--- src/rtl/ifu_pkg.sv ---
`default_nettype none
// +----------------------------------------------------------------------+
// | ifu_pkg : shared types for the instruction-fetch controller          |
// | Rev 1.0 : initial release                                            |
// +----------------------------------------------------------------------+
package ifu_pkg;

  localparam logic [63:0] RESET_PC_DEFAULT = 64'h8000_0000;

  typedef enum logic [1:0] {
    IDLE = 2'd0,
    REQ  = 2'd1,
    WAIT = 2'd2,
    DROP = 2'd3
  } ifu_state_e;

  typedef struct packed {
    logic [63:0] pc;
    logic [31:0] inst;
    logic        misalign;
  } fetch_entry_t;

  localparam int unsigned ENTRY_W = $bits(fetch_entry_t);

endpackage
`default_nettype wire

--- src/rtl/ifu_fetch_ctrl_fifo.sv ---
`default_nettype none
// +----------------------------------------------------------------------+
// | ifu_fifo : synchronous FIFO with flush and same-cycle push/pop       |
// | Rev 1.0 : initial release                                            |
// +----------------------------------------------------------------------+
module ifu_fifo #(
  parameter int unsigned DEPTH = 2,
  parameter int unsigned WIDTH = 8,
  localparam int unsigned PTR_W = (DEPTH > 1) ? $clog2(DEPTH) : 1,
  localparam int unsigned CNT_W = $clog2(DEPTH) + 1
) (
  input  logic             clk,
  input  logic             rst,
  input  logic             push_i,
  input  logic [WIDTH-1:0] push_data_i,
  input  logic             pop_i,
  input  logic             flush_i,
  output logic [WIDTH-1:0] head_o,
  output logic             empty_o,
  output logic [CNT_W-1:0] count_o
);

  logic [WIDTH-1:0] mem_q [DEPTH];
  logic [PTR_W-1:0] rd_ptr_q;
  logic [PTR_W-1:0] wr_ptr_q;
  logic [CNT_W-1:0] count_q;
  logic             w_full;
  logic             w_push;
  logic             w_pop;
  logic             w_wen;
  logic [PTR_W-1:0] w_widx;

  assign w_full  = (count_q == CNT_W'(DEPTH));
  assign empty_o = (count_q == '0);
  assign count_o = count_q;
  assign head_o  = mem_q[rd_ptr_q];

  assign w_push = push_i & (~w_full | pop_i);
  assign w_pop  = pop_i & ~empty_o;

  // A flush restarts both pointers at zero, so a push in the flush cycle lands in slot 0
  assign w_wen  = flush_i ? push_i : w_push;
  assign w_widx = flush_i ? '0 : wr_ptr_q;

  always_ff @(posedge clk or posedge rst) begin
    if (rst) begin
      rd_ptr_q <= '0;
      wr_ptr_q <= '0;
      count_q  <= '0;
    end else if (flush_i) begin
      rd_ptr_q <= '0;
      wr_ptr_q <= push_i ? PTR_W'(1) : '0;
      count_q  <= push_i ? CNT_W'(1) : '0;
    end else begin
      if (w_push) wr_ptr_q <= wr_ptr_q + PTR_W'(1);
      if (w_pop)  rd_ptr_q <= rd_ptr_q + PTR_W'(1);
      count_q <= count_q + CNT_W'(w_push) - CNT_W'(w_pop);
    end
  end

  always_ff @(posedge clk) begin
    if (w_wen) mem_q[w_widx] <= push_data_i;
  end

endmodule
`default_nettype wire

--- src/rtl/ifu_fetch_ctrl.sv ---
`default_nettype none
// +----------------------------------------------------------------------+
// | ifu_fetch_ctrl : fetch PC owner, single-outstanding imem requester   |
// | and instruction buffer; optional IFU_MISALIGN_CHK_EN misalign trap.  |
// | Rev 1.0 : initial release                                            |
// +----------------------------------------------------------------------+
module ifu_fetch_ctrl
  import ifu_pkg::*;
#(
  parameter logic [63:0] RESET_PC  = RESET_PC_DEFAULT,
  parameter int unsigned BUF_DEPTH = 2
) (
  input  logic        clk,
  input  logic        rst,
  input  logic        redirect_vld,
  input  logic        redirect_taken,
  input  logic [63:0] redirect_pc,
  output logic        imem_req,
  output logic [63:0] imem_addr,
  input  logic        imem_gnt,
  input  logic        imem_rvalid,
  input  logic [31:0] imem_rdata,
  output logic        ifu_vld,
  input  logic        ifu_rdy,
  output logic [63:0] ifu_pc,
  output logic [31:0] ifu_inst,
  output logic        ifu_misalign
);

  localparam int unsigned CNT_W = $clog2(BUF_DEPTH) + 1;

  ifu_state_e   state_q, state_d;
  logic [63:0]  pc_q, pc_d;
  logic [63:0]  gnt_addr_q;
  logic         halt_q, halt_d;

  logic         w_taken;
  logic [63:0]  w_redir_pc;
  logic         w_misalign_redir;
  logic         w_req_fire;
  logic         w_pop;
  logic         w_push;
  logic         w_empty;
  logic [CNT_W-1:0] w_count;
  logic [CNT_W-1:0] w_cnt_after;
  logic         w_credit;
  logic         w_credit_after;
  logic         w_pending_after;
  fetch_entry_t w_push_entry;
  fetch_entry_t w_head;

  assign w_taken    = redirect_vld & redirect_taken;
  assign w_req_fire = (state_q == REQ) & imem_gnt;

`ifdef IFU_MISALIGN_CHK_EN
  assign w_redir_pc       = redirect_pc;
  assign w_misalign_redir = w_taken & (redirect_pc[1:0] != 2'b00);
  assign ifu_misalign     = ifu_vld & w_head.misalign;
`else
  logic w_unused_misalign;
  assign w_redir_pc        = {redirect_pc[63:2], 2'b00};
  assign w_misalign_redir  = 1'b0;
  assign ifu_misalign      = 1'b0;
  assign w_unused_misalign = ^{redirect_pc[1:0], w_head.misalign};
`endif

  // Handshakes in a redirect cycle are dropped; the flush discards the head anyway
  assign w_pop  = ifu_vld & ifu_rdy & ~w_taken;
  assign w_push = ((state_q == WAIT) & imem_rvalid & ~w_taken) | w_misalign_redir;

  always_comb begin
    w_push_entry = '{pc: gnt_addr_q, inst: imem_rdata, misalign: 1'b0};
    if (w_misalign_redir) w_push_entry = '{pc: w_redir_pc, inst: 32'h0, misalign: 1'b1};
  end

  assign w_credit       = (w_count < CNT_W'(BUF_DEPTH));
  assign w_cnt_after    = w_count + CNT_W'(1) - CNT_W'(w_pop);
  assign w_credit_after = (w_cnt_after < CNT_W'(BUF_DEPTH));

  // A response is still owed after this cycle unless it arrives right now
  assign w_pending_after = (((state_q == WAIT) || (state_q == DROP)) && !imem_rvalid)
                         || w_req_fire;

  ifu_fifo #(
    .DEPTH (BUF_DEPTH),
    .WIDTH (ENTRY_W)
  ) u_fifo (
    .clk         (clk),
    .rst         (rst),
    .push_i      (w_push),
    .push_data_i (w_push_entry),
    .pop_i       (w_pop),
    .flush_i     (w_taken),
    .head_o      (w_head),
    .empty_o     (w_empty),
    .count_o     (w_count)
  );

  always_ff @(posedge clk or posedge rst) begin
    if (rst) begin
      state_q    <= IDLE;
      pc_q       <= RESET_PC;
      gnt_addr_q <= RESET_PC;
      halt_q     <= 1'b0;
    end else begin
      state_q    <= state_d;
      pc_q       <= pc_d;
      halt_q     <= halt_d;
      if (w_req_fire) gnt_addr_q <= pc_q;
    end
  end

  always_comb begin
    state_d = state_q;
    pc_d    = pc_q;
    halt_d  = halt_q;
    if (w_taken) begin
      pc_d   = w_redir_pc;
      halt_d = w_misalign_redir;
      if (w_pending_after)       state_d = DROP;
      else if (w_misalign_redir) state_d = IDLE;
      else                       state_d = REQ;
    end else begin
      if (w_req_fire) pc_d = pc_q + 64'd4;
      case (state_q)
        IDLE:    if (!halt_q && w_credit) state_d = REQ;
        REQ:     if (imem_gnt) state_d = WAIT;
        WAIT:    if (imem_rvalid) state_d = w_credit_after ? REQ : IDLE;
        DROP:    if (imem_rvalid) state_d = halt_q ? IDLE : REQ;
        default: state_d = IDLE;
      endcase
    end
  end

  always_comb begin
    imem_req  = 1'b0;
    imem_addr = pc_q;
    if (state_q == REQ) imem_req = 1'b1;
  end

  assign ifu_vld  = ~w_empty;
  assign ifu_pc   = ifu_vld ? w_head.pc   : 64'h0;
  assign ifu_inst = ifu_vld ? w_head.inst : 32'h0;

endmodule
`default_nettype wire

--- config.mk ---
export PLATFORM = sky130hd
export DESIGN_NAME = ifu_fetch_ctrl
export DESIGN_NICKNAME = d
export VERILOG_FILES = /design/src/rtl/ifu_pkg.sv /design/src/rtl/ifu_fetch_ctrl_fifo.sv /design/src/rtl/ifu_fetch_ctrl.sv
export SDC_FILE = /design/constraint.sdc
export NUM_CORES = 1
export LEC_CHECK = 0
export CORE_MARGIN = 2
export CORE_UTILIZATION = 55
export DETAILED_ROUTE_END_ITERATION = 10
export PLACE_DENSITY_LB_ADDON = 0.3
export SLEW_MARGIN = 20
export SYNTH_ARGS = -nofsm -noshare
export SYNTH_HDL_FRONTEND = slang
export SYNTH_HIERARCHICAL = 1
export SYNTH_SLANG_ARGS = --single-unit
--- constraint.sdc ---
create_clock -name clk -period 31.3 [get_ports clk]
set_clock_uncertainty 0.1 [all_clocks]
set_input_delay 3.13 -clock clk [delete_from_list [all_inputs] [get_ports clk]]
set_output_delay 3.13 -clock clk [all_outputs]
set_load 0.005 [all_outputs]
==> impl_metrics.csv, run 1 <==
group,metric,value,unit
global_routing,grt_pass1_wl,52.9,mm
die,io_pins,266,
pwr,p_seq_frac,0.459,
sta,relSlewSlack,0.267,
die,rows,58,
worst_hold_path,min_from,"gnt_addr_q[52]$_DFFE_PP0P_",
pwr,power_switching,366,µW
routing,drc_errors,0,
finish,drive_gt1_frac,0.128,
routing,postRouteAntennaNets,0,
global_routing,overflow,0,
synthesis,yosys_warnings,6,
clock_network,post_cts_buffers,0,
worst_hold_path,hold_path.class,"register to register",
clock_network,clockBufferDepth,3,
routing,wl_per_cell,19.6,µm
pwr,power_frac_clock,0.308,
place,dpl.cell_count,1694,
place,gp_congestion,0.823,
sta,min_period,6470,ps
pwr,combPwrFrac,0.234,
clock_network,clk_pin_slew,60,ps
place,place_hpwl,22.0,mm
routing,first_pass_iters,5,
finish,fillerInstances,1778,
global_routing,grt_pass1_vias,9563,
die,die_h,164,µm
worst_hold_path,min_delay_path_depth,0,
sta,hold_viol,0,
synthesis,postSynthAreaPerCell,12.3,µm²
pwr,switching_share,0.277,
global_routing,antenna_found_initial,2,
setup_path,crit_slowest_cell,"buf_4",
setup_path,worst_ep_arrival_time,3240,ps
clock_network,cts_tree,"yes",
routing,dr.first_iter.drc_count,784,
setup_path,r2r-end,"u_fifo/mem_q[1][67]$_DFFE_PP_",
setup_path,cp_cell_sequence,"buf_4 > mux2_2 > nor2b_1 > clkdlybuf4s50_1",
setup_path,crit_buf_inv,2,
clock_network,htree_num_levels,2,
routing,routed_wl,34.5,mm
pwr,ir_drop,0.0612,mV
die,initial_core_util,0.557,
sta,rsz0062_at_grt,"false",
setup_path,critPathCaptureType,"output port",
clock_network,post_cts_resize_count,0,
status,status,"finished clean",
clock_network,root_buffer,"clkbuf_16",
setup_path,r2r_start,"u_fifo/count_o[1]$_DFF_PP0_",
sta,fin_crit_sh,0.207,
sta,setup_slack,24830,ps
routing,drt-vias-per-instance,5.50,
setup_path,cpPeakStageDelay,890,ps
place,post-place-ws,24870,ps
finish,post-route-util,0.719,
place,io_buffer_count,260,
worst_hold_path,whs_endpoint,"u_fifo/mem_q[1][85]$_DFFE_PP_",
sta,finalSetupViolations,0,
synthesis,synthesis.area,14000,µm²
routing,route.vias.total,9674,
clock_network,clk_latency,510,ps
die,core_area,25100,µm²
global_routing,groute.usage.overall,0.257,
pwr,p_per_area,73.1,nW/µm²
setup_path,cp_top_family,"buffers and inverters",
clock_network,clock_sinks,322,
sta,drv_slew,0,
synthesis,post_synth_inst_count,1141,
pwr,finalPower,1320,µW
sta,worst_pin_slew,1100,ps
die,die_x,164,µm
global_routing,grt_max_degree,97,
finish,instances_no_fill,1758,
flow_run,maxCapViolCount,0,
clock_network,cts_buffers,35,
clock_network,cts_hold_buf,0,
die,fp.dieArea,26700,µm²
setup_path,critPathKind,"register to output port",
setup_path,worst-path-max-fanout,74,
finish,fin_nets,1506,
setup_path,start_kind,"register",
setup_path,reg2reg_slack,28150,ps
sta,fin_setup_tns,0,ps
finish,area_growth,29.1,%
pwr,leakagePower,0.00670,µW
setup_path,critical_path_required,28070,ps
setup_path,rr_worst_depth,7,
pwr,internal_power,954,µW
sta,max_freq,155,MHz
## how the worst max path moves through the flow
stage / startpoint / to / slack, ps / cells past startpoint
floorplan: redirect_vld / u_fifo/mem_q[1][10]$_DFFE_PP_ / 16100 / 6
global placement: redirect_vld / u_fifo/mem_q[1][52]$_DFFE_PP_ / 24950 / 7
detailed placement: redirect_vld / u_fifo/mem_q[1][50]$_DFFE_PP_ / 24870 / 7
global route: u_fifo/rd_ptr_q$_DFFE_PP0P_ / ifu_pc[33] / 24680 / 4
CTS: u_fifo/rd_ptr_q$_DFFE_PP0P_ / ifu_pc[33] / 24750 / 4
finish: u_fifo/rd_ptr_q$_DFFE_PP0P_ / ifu_pc[33] / 24830 / 4
## metrics by stage
step                      area (µm²)  hold WS (ps)
after global placement         16900           347
after global routing           18100           375
final                          18100           366
after detailed placement       16900           354
after CTS                      18100           366
after floorplan                14000           342
## per-layer routing
metal	track usage	up-vias	wire length, µm
met2	0.414	375	16500
met3	0.0747	62	3200
li1	-	4547	-
met1	0.338	4688	14100
met5	0	-	19
met4	0.0809	2	760
## flip-flops by register name (all words and copies together), names as in the netlist
register and count:
state_q 2, imem_addr 62, gnt_addr_q 62, u_fifo/count_o 2, u_fifo/mem_q 192, u_fifo/rd_ptr_q 1
u_fifo/wr_ptr_q 1
## power groups by stage
stage | Combinational, µW | Clock (µW) | Sequential [µW]
2_1_floorplan | 165 | 0 | 591
3_5_place_dp | 309 | 0 | 612
4_1_cts | 312 | 413 | 605
6_report | 309 | 406 | 605
5_1_grt | 339 | 431 | 614
3_3_place_gp | 303 | 0 | 605
## layout make-up
cell class,instances,area [µm²],share of cell area
Clock buffer,58,1060,0.0590
Multi-Input combinational cell,758,4730,0.262
Sequential cell,322,9020,0.500
Antenna cell,1,2.50,0.000139
Clock inverter,5,73.8,0.00409
Tap cell,330,413,0.0229
Timing Repair Buffer,273,2700,0.150
Inverter,11,46.3,0.00256
## cell usage in the layout (no fill, tap or decap), types with 3 or more instances in the layout
master	instances
a21oi_1	4
a31oi_1	18
and2_1	8
and3_1	14
and4_1	4
buf_4	12
clkbuf_1	15
clkbuf_16	37
clkbuf_8	6
clkdlybuf4s50_1	260
conb_1	7
dfrtp_1	127
edfxtp_1	192
inv_1	9
mux2_2	96
mux2i_1	3
nand2_1	249
nand3_1	26
nand4_1	31
nor2_1	29
nor2b_1	97
nor3_1	10
nor3b_1	3
nor4_1	3
nor4_2	3
nor4_4	3
o211ai_1	5
o21ai_0	46
o21ai_1	5
o31ai_1	3
or3_1	12
or4_1	6
xnor2_1	11
xor2_1	30
Power figures use the tool's default switching activity.
==> run 2, diff against run 1 <==
Settings changed: CORE_UTILIZATION 55 to 47.
Clock period 31.3 ns to 5.65 ns, I/O delays scaled along.
==> impl_metrics.csv, run 2 (synthesized netlist as in run 1, its figures left out) <==
group,metric,value,unit
global_routing,groute.usage.overall,0.229,
global_routing,grt_pass1_wl,55.3,mm
setup_path,critical_path_required,4990,ps
place,dpl.cell_count,1754,
routing,drt-vias-per-instance,5.35,
setup_path,critPathKind,"register to output port",
sta,fin_setup_tns,0,ps
routing,route.vias.total,9727,
sta,hold_viol,0,
place,dpl_cell_area,17000,µm²
clock_network,cts_buffers,34,
routing,dr.first_iter.drc_count,597,
setup_path,cp_cell_sequence,"nor2_4 > buf_4 > buf_4 > nor2b_1 > clkdlybuf4s50_1",
routing,routed_wl,35.5,mm
setup_path,worst_ep_arrival_time,2860,ps
status,status,"finished clean",
die,fp.dieArea,31200,µm²
setup_path,start_kind,"register",
clock_network,clockBufferDepth,3,
setup_path,crit_path_frequent_cell,"buf_4",
clock_network,clk_latency,510,ps
global_routing,grt_pass1_vias,9875,
sta,worst_pin_slew,1000,ps
sta,relSlewSlack,0.333,
clock_network,cts_hold_buf,0,
finish,fin_nets,1506,
setup_path,crit_slowest_cell,"buf_4",
clock_network,clock_sinks,322,
setup_path,startpoint,"u_fifo/count_o[1]$_DFF_PP0_",
die,die_x,177,µm
setup_path,cpPeakStageDelay,590,ps
global_routing,grt.busiest_layer,"met2",
finish,post-route-util,0.617,
global_routing,met2_usage,0.375,
clock_network,post_cts_buffers,0,
clock_network,post_cts_resize_count,0,
setup_path,r2r_start,"imem_addr[2]$_DFFE_PP0P_",
die,initial_core_util,0.475,
global_routing,antenna_found_initial,1,
global_routing,grt_max_degree,85,
routing,drc_errors,0,
die,core_area,29500,µm²
finish,largest_reg_flops,192,
global_routing,overflow,0,
finish,instances_no_fill,1817,
sta,min_period,3530,ps
clock_network,clk_pin_slew,60,ps
die,io_pins,266,
pwr,finalPower,7400,µW
flow_run,maxCapViolCount,0,
place,gp_congestion,0.810,
routing,wl_per_cell,19.6,µm
sta,finalSetupViolations,0,
sta,rsz0062_at_grt,"false",
finish,multiInputGateArea,4740,µm²
finish,antenna_cells,0,
finish,fin_area,18200,µm²
global_routing,grt_util_met3,0.0672,
setup_path,critPathCaptureType,"output port",
pwr,p_per_area,406,nW/µm²
die,rows,63,
clock_network,cts_tree,"yes",
finish,final_common_cell,"clkdlybuf4s50_1",
finish,area_growth,30.1,%
sta,drv_slew,0,
setup_path,worst-path-max-fanout,50,
finish,drive_gt1_frac,0.130,
place,place_hpwl,22.8,mm
sta,fin_crit_sh,0.624,
routing,first_pass_iters,5,
global_routing,use_met1,0.303,
place,io_buffer_count,260,
sta,max_freq,284,MHz
die,die_h,177,µm
clock_network,root_buffer,"clkbuf_16",
finish,final_cell_mix,"260 x clkdlybuf4s50_1, 249 x nand2_1, 192 x edfxtp_1",
clock_network,htree_num_levels,2,
finish,top_register,"u_fifo/mem_q",
finish,seqCellArea,9020,µm²
pwr,leakagePower,0.00673,µW
worst_hold_path,hold_path.class,"primary input to asynchronous set/reset pin",
finish,fillerInstances,2401,
routing,postRouteAntennaNets,0,
pwr,ir_drop,0.228,mV
[run 2: changes by cell type in the layout (fill, tap and decap cells not counted), moves of 3 or more]
| cell | before | now |
|---|---|---|
| bufinv_16 | 2 | 5 |
| clkbuf_8 | 6 | 1 |
| clkbuf_1 | 15 | 6 |
| clkinv_1 | 1 | 6 |
| clkinv_2 | 2 | 6 |
[run 2: final cells by class]
class,count,share of cell area
Sequential cell,322,0.496
Multi-Input combinational cell,758,0.260
Timing Repair Buffer,274,0.150
Clock buffer,44,0.0529
Tap cell,390,0.0268
Clock inverter,18,0.0115
Inverter,11,0.00254
[run 2: routing by layer]
metal	part of all wire	vias to the layer above
met2	0.47	348
met1	0.43	4772
met5	0.00037	-
met4	0.016	2
met3	0.084	44
li1	-	4561
[run 2: final timing paths]
kind	to	slack (ps)	cells past startpoint
worst min-delay path	u_fifo/count_o[0]$_DFF_PP0_	310	2
worst max register to register	imem_addr[60]$_DFFE_PP0P_	2780	6
min in group clk	u_fifo/mem_q[1][47]$_DFFE_PP_	360	0
max in group asynchronous	gnt_addr_q[56]$_DFFE_PP0P_	3720	3
worst max-delay path	ifu_pc[20]	2120	5
worst min register to register	u_fifo/mem_q[1][47]$_DFFE_PP_	360	0
[run 2: worst max-delay path: cells and delay by family, from the launching register on]
kind          cells  cell delay, ps
buf+inv           3            1530
flops             1             470
simple gates      2             300
[run 2: through the flow]
stage | setup slack (ps) | hold slack (ps)
floorplan | 23.2 | 231
global placement | 2060 | 347
detailed placement | 2030 | 351
CTS | 1720 | 288
global route | 1870 | 316
finish | 2120 | 311
[run 2: power by group]
part	internal, µW	switching, µW	total (µW)
Combinational	916	808	1720
Sequential	3000	350	3350
Clock	1430	892	2320
Total	5350	2050	7400
==> run 3, diff against run 2 <==
Settings changed: CORE_UTILIZATION 47 to 52.
Clock period 5.65 ns to 3.3 ns, I/O delays scaled along.
==> impl_metrics.csv, run 3 (synthesized netlist as in run 1, its figures left out) <==
group,metric,value,unit
setup_path,critPathKind,"register to output port",
finish,fillerInstances,1934,
die,die_x,168,µm
die,fp.dieArea,28200,µm²
sta,fin_setup_tns,0,ps
finish,final_cell_mix,"260 x clkdlybuf4s50_1, 249 x nand2_1, 192 x edfxtp_1",
place,place_hpwl,22.8,mm
die,rows,60,
setup_path,start_kind,"register",
setup_path,worst_ep_arrival_time,2560,ps
routing,dr.first_iter.drc_count,757,
pwr,p_seq_frac,0.456,
global_routing,groute.usage.overall,0.249,
clock_network,clockBufferDepth,3,
worst_hold_path,min_from,"redirect_pc[24]",
global_routing,grt_pass1_vias,10000,
pwr,p_per_area,685,nW/µm²
sta,fin_crit_sh,0.906,
finish,seqCellArea,9020,µm²
pwr,power_frac_clock,0.302,
clock_network,cts_buffers,34,
worst_hold_path,whs_endpoint,"imem_addr[24]$_DFFE_PP0P_",
routing,first_pass_iters,5,
routing,drt-vias-per-instance,5.54,
worst_hold_path,hold_path.class,"primary input to register",
sta,max_freq,335,MHz
pwr,internal_power,9020,µW
global_routing,overflow,0,
pwr,ir_drop,0.496,mV
clock_network,clk_latency,510,ps
sta,finalSetupViolations,0,
die,io_pins,266,
status,status,"finished clean",
pwr,switching_share,0.280,
clock_network,post_cts_buffers,0,
finish,fin_nets,1518,
finish,top_register,"u_fifo/mem_q",
clock_network,htree_num_levels,2,
die,die_h,168,µm
setup_path,r2r-end,"imem_addr[58]$_DFFE_PP0P_",
sta,min_period,2990,ps
die,initial_core_util,0.525,
routing,postRouteAntennaNets,0,
finish,post-route-util,0.686,
finish,largest_reg_flops,192,
clock_network,cts_tree,"yes",
die,core_area,26700,µm²
routing,wl_per_cell,19.6,µm
setup_path,critical_path_required,2870,ps
global_routing,antenna_found_initial,4,
sta,rsz0062_at_grt,"false",
finish,area_growth,30.6,%
clock_network,clock_sinks,322,
clock_network,clk_pin_slew,60,ps
pwr,combPwrFrac,0.241,
flow_run,maxCapViolCount,0,
setup_path,rr_worst_depth,7,
sta,relSlewSlack,0.410,
global_routing,grt_pass1_wl,54.8,mm
global_routing,grt_max_degree,127,
finish,drive_gt1_frac,0.137,
routing,routed_wl,34.9,mm
place,io_buffer_count,260,
setup_path,reg2reg_slack,690,ps
place,dpl_cell_area,17100,µm²
setup_path,worst-path-max-fanout,78,
place,post-place-ws,389,ps
sta,worst_pin_slew,885,ps
sta,drv_slew,0,
sta,setup_slack,311,ps
finish,final_common_cell,"clkdlybuf4s50_1",
clock_network,root_buffer,"clkbuf_16",
routing,route.vias.total,9871,
place,gp_congestion,0.827,
pwr,leakagePower,0.00678,µW
pwr,power_switching,3500,µW
finish,fin_area,18300,µm²
sta,hold_viol,0,
routing,drc_errors,0,
worst_hold_path,min_delay_path_depth,3,
setup_path,r2r_start,"imem_addr[2]$_DFFE_PP0P_",
finish,multiInputGateArea,4770,µm²
setup_path,critPathCaptureType,"output port",
==> run 3: layout make-up <==
cell class,instances,area share
sequential,322,0.494
multi-input combinational,758,0.261
timing repair buffer,286,0.157
clock buffer,48,0.0551
tap,341,0.0233
clock inverter,12,0.00568
inverter,11,0.00315
antenna,3,0.000411
==> run 3: how the worst max path moves through the flow <==
stage / start / to / slack, ps / depth (start not counted)
final: u_fifo/count_o[1]$_DFF_PP0_ / ifu_pc[37] / 310 / 4
after CTS: u_fifo/count_o[1]$_DFF_PP0_ / ifu_pc[35] / 270 / 4
after detailed placement: redirect_vld / u_fifo/mem_q[0][85]$_DFFE_PP_ / 390 / 7
after global placement: redirect_vld / u_fifo/mem_q[0][78]$_DFFE_PP_ / 460 / 7
after global routing: u_fifo/count_o[1]$_DFF_PP0_ / ifu_pc[37] / 160 / 4
after floorplan: redirect_vld / u_fifo/mem_q[1][10]$_DFFE_PP_ / -1370 / 6
==> run 3: layer usage <==
metal	global-route usage	wire, µm	vias to the layer above
met2	0.411	17000	378
met5	0	13	-
met3	0.0696	2920	53
met1	0.323	14200	4856
li1	-	-	4582
met4	0.0779	777	2
==> run 3: per-stage QoR <==
| stage | power, µW | std cells | hold WS (ps) |
|---|---|---|---|
| 4_1_cts | 12600 | 1778 | 250 |
| 2_1_floorplan | 7180 | 1147 | -3.92 |
| 6_report | 12500 | 1781 | 259 |
| 5_1_grt | 13100 | 1780 | 269 |
| 3_3_place_gp | 8690 | 1717 | 347 |
| 3_5_place_dp | 8810 | 1717 | 354 |
==> run 3: worst max-delay path, cell delays in order (launching register included) <==
cell,delay [ps]
dfrtp_1,480
nor2_4,160
buf_4,670
nor2b_1,180
clkdlybuf4s50_1,490
==> run 3: timing repair <==
action | 4_1_cts | 5_1_grt
hold buffers | 1 | 0
hold endpoints to repair | 4 | 0
gates resized for setup | 0 | 0
==> run 3: power by group through the flow <==
stage / Clock (µW) / Combinational, µW / Sequential, µW
after floorplan: 0 / 1580 / 5600
after global placement: 0 / 2980 / 5710
after detailed placement: 0 / 3040 / 5780
after CTS: 3850 / 3070 / 5710
after global routing: 4000 / 3320 / 5800
final: 3790 / 3020 / 5710
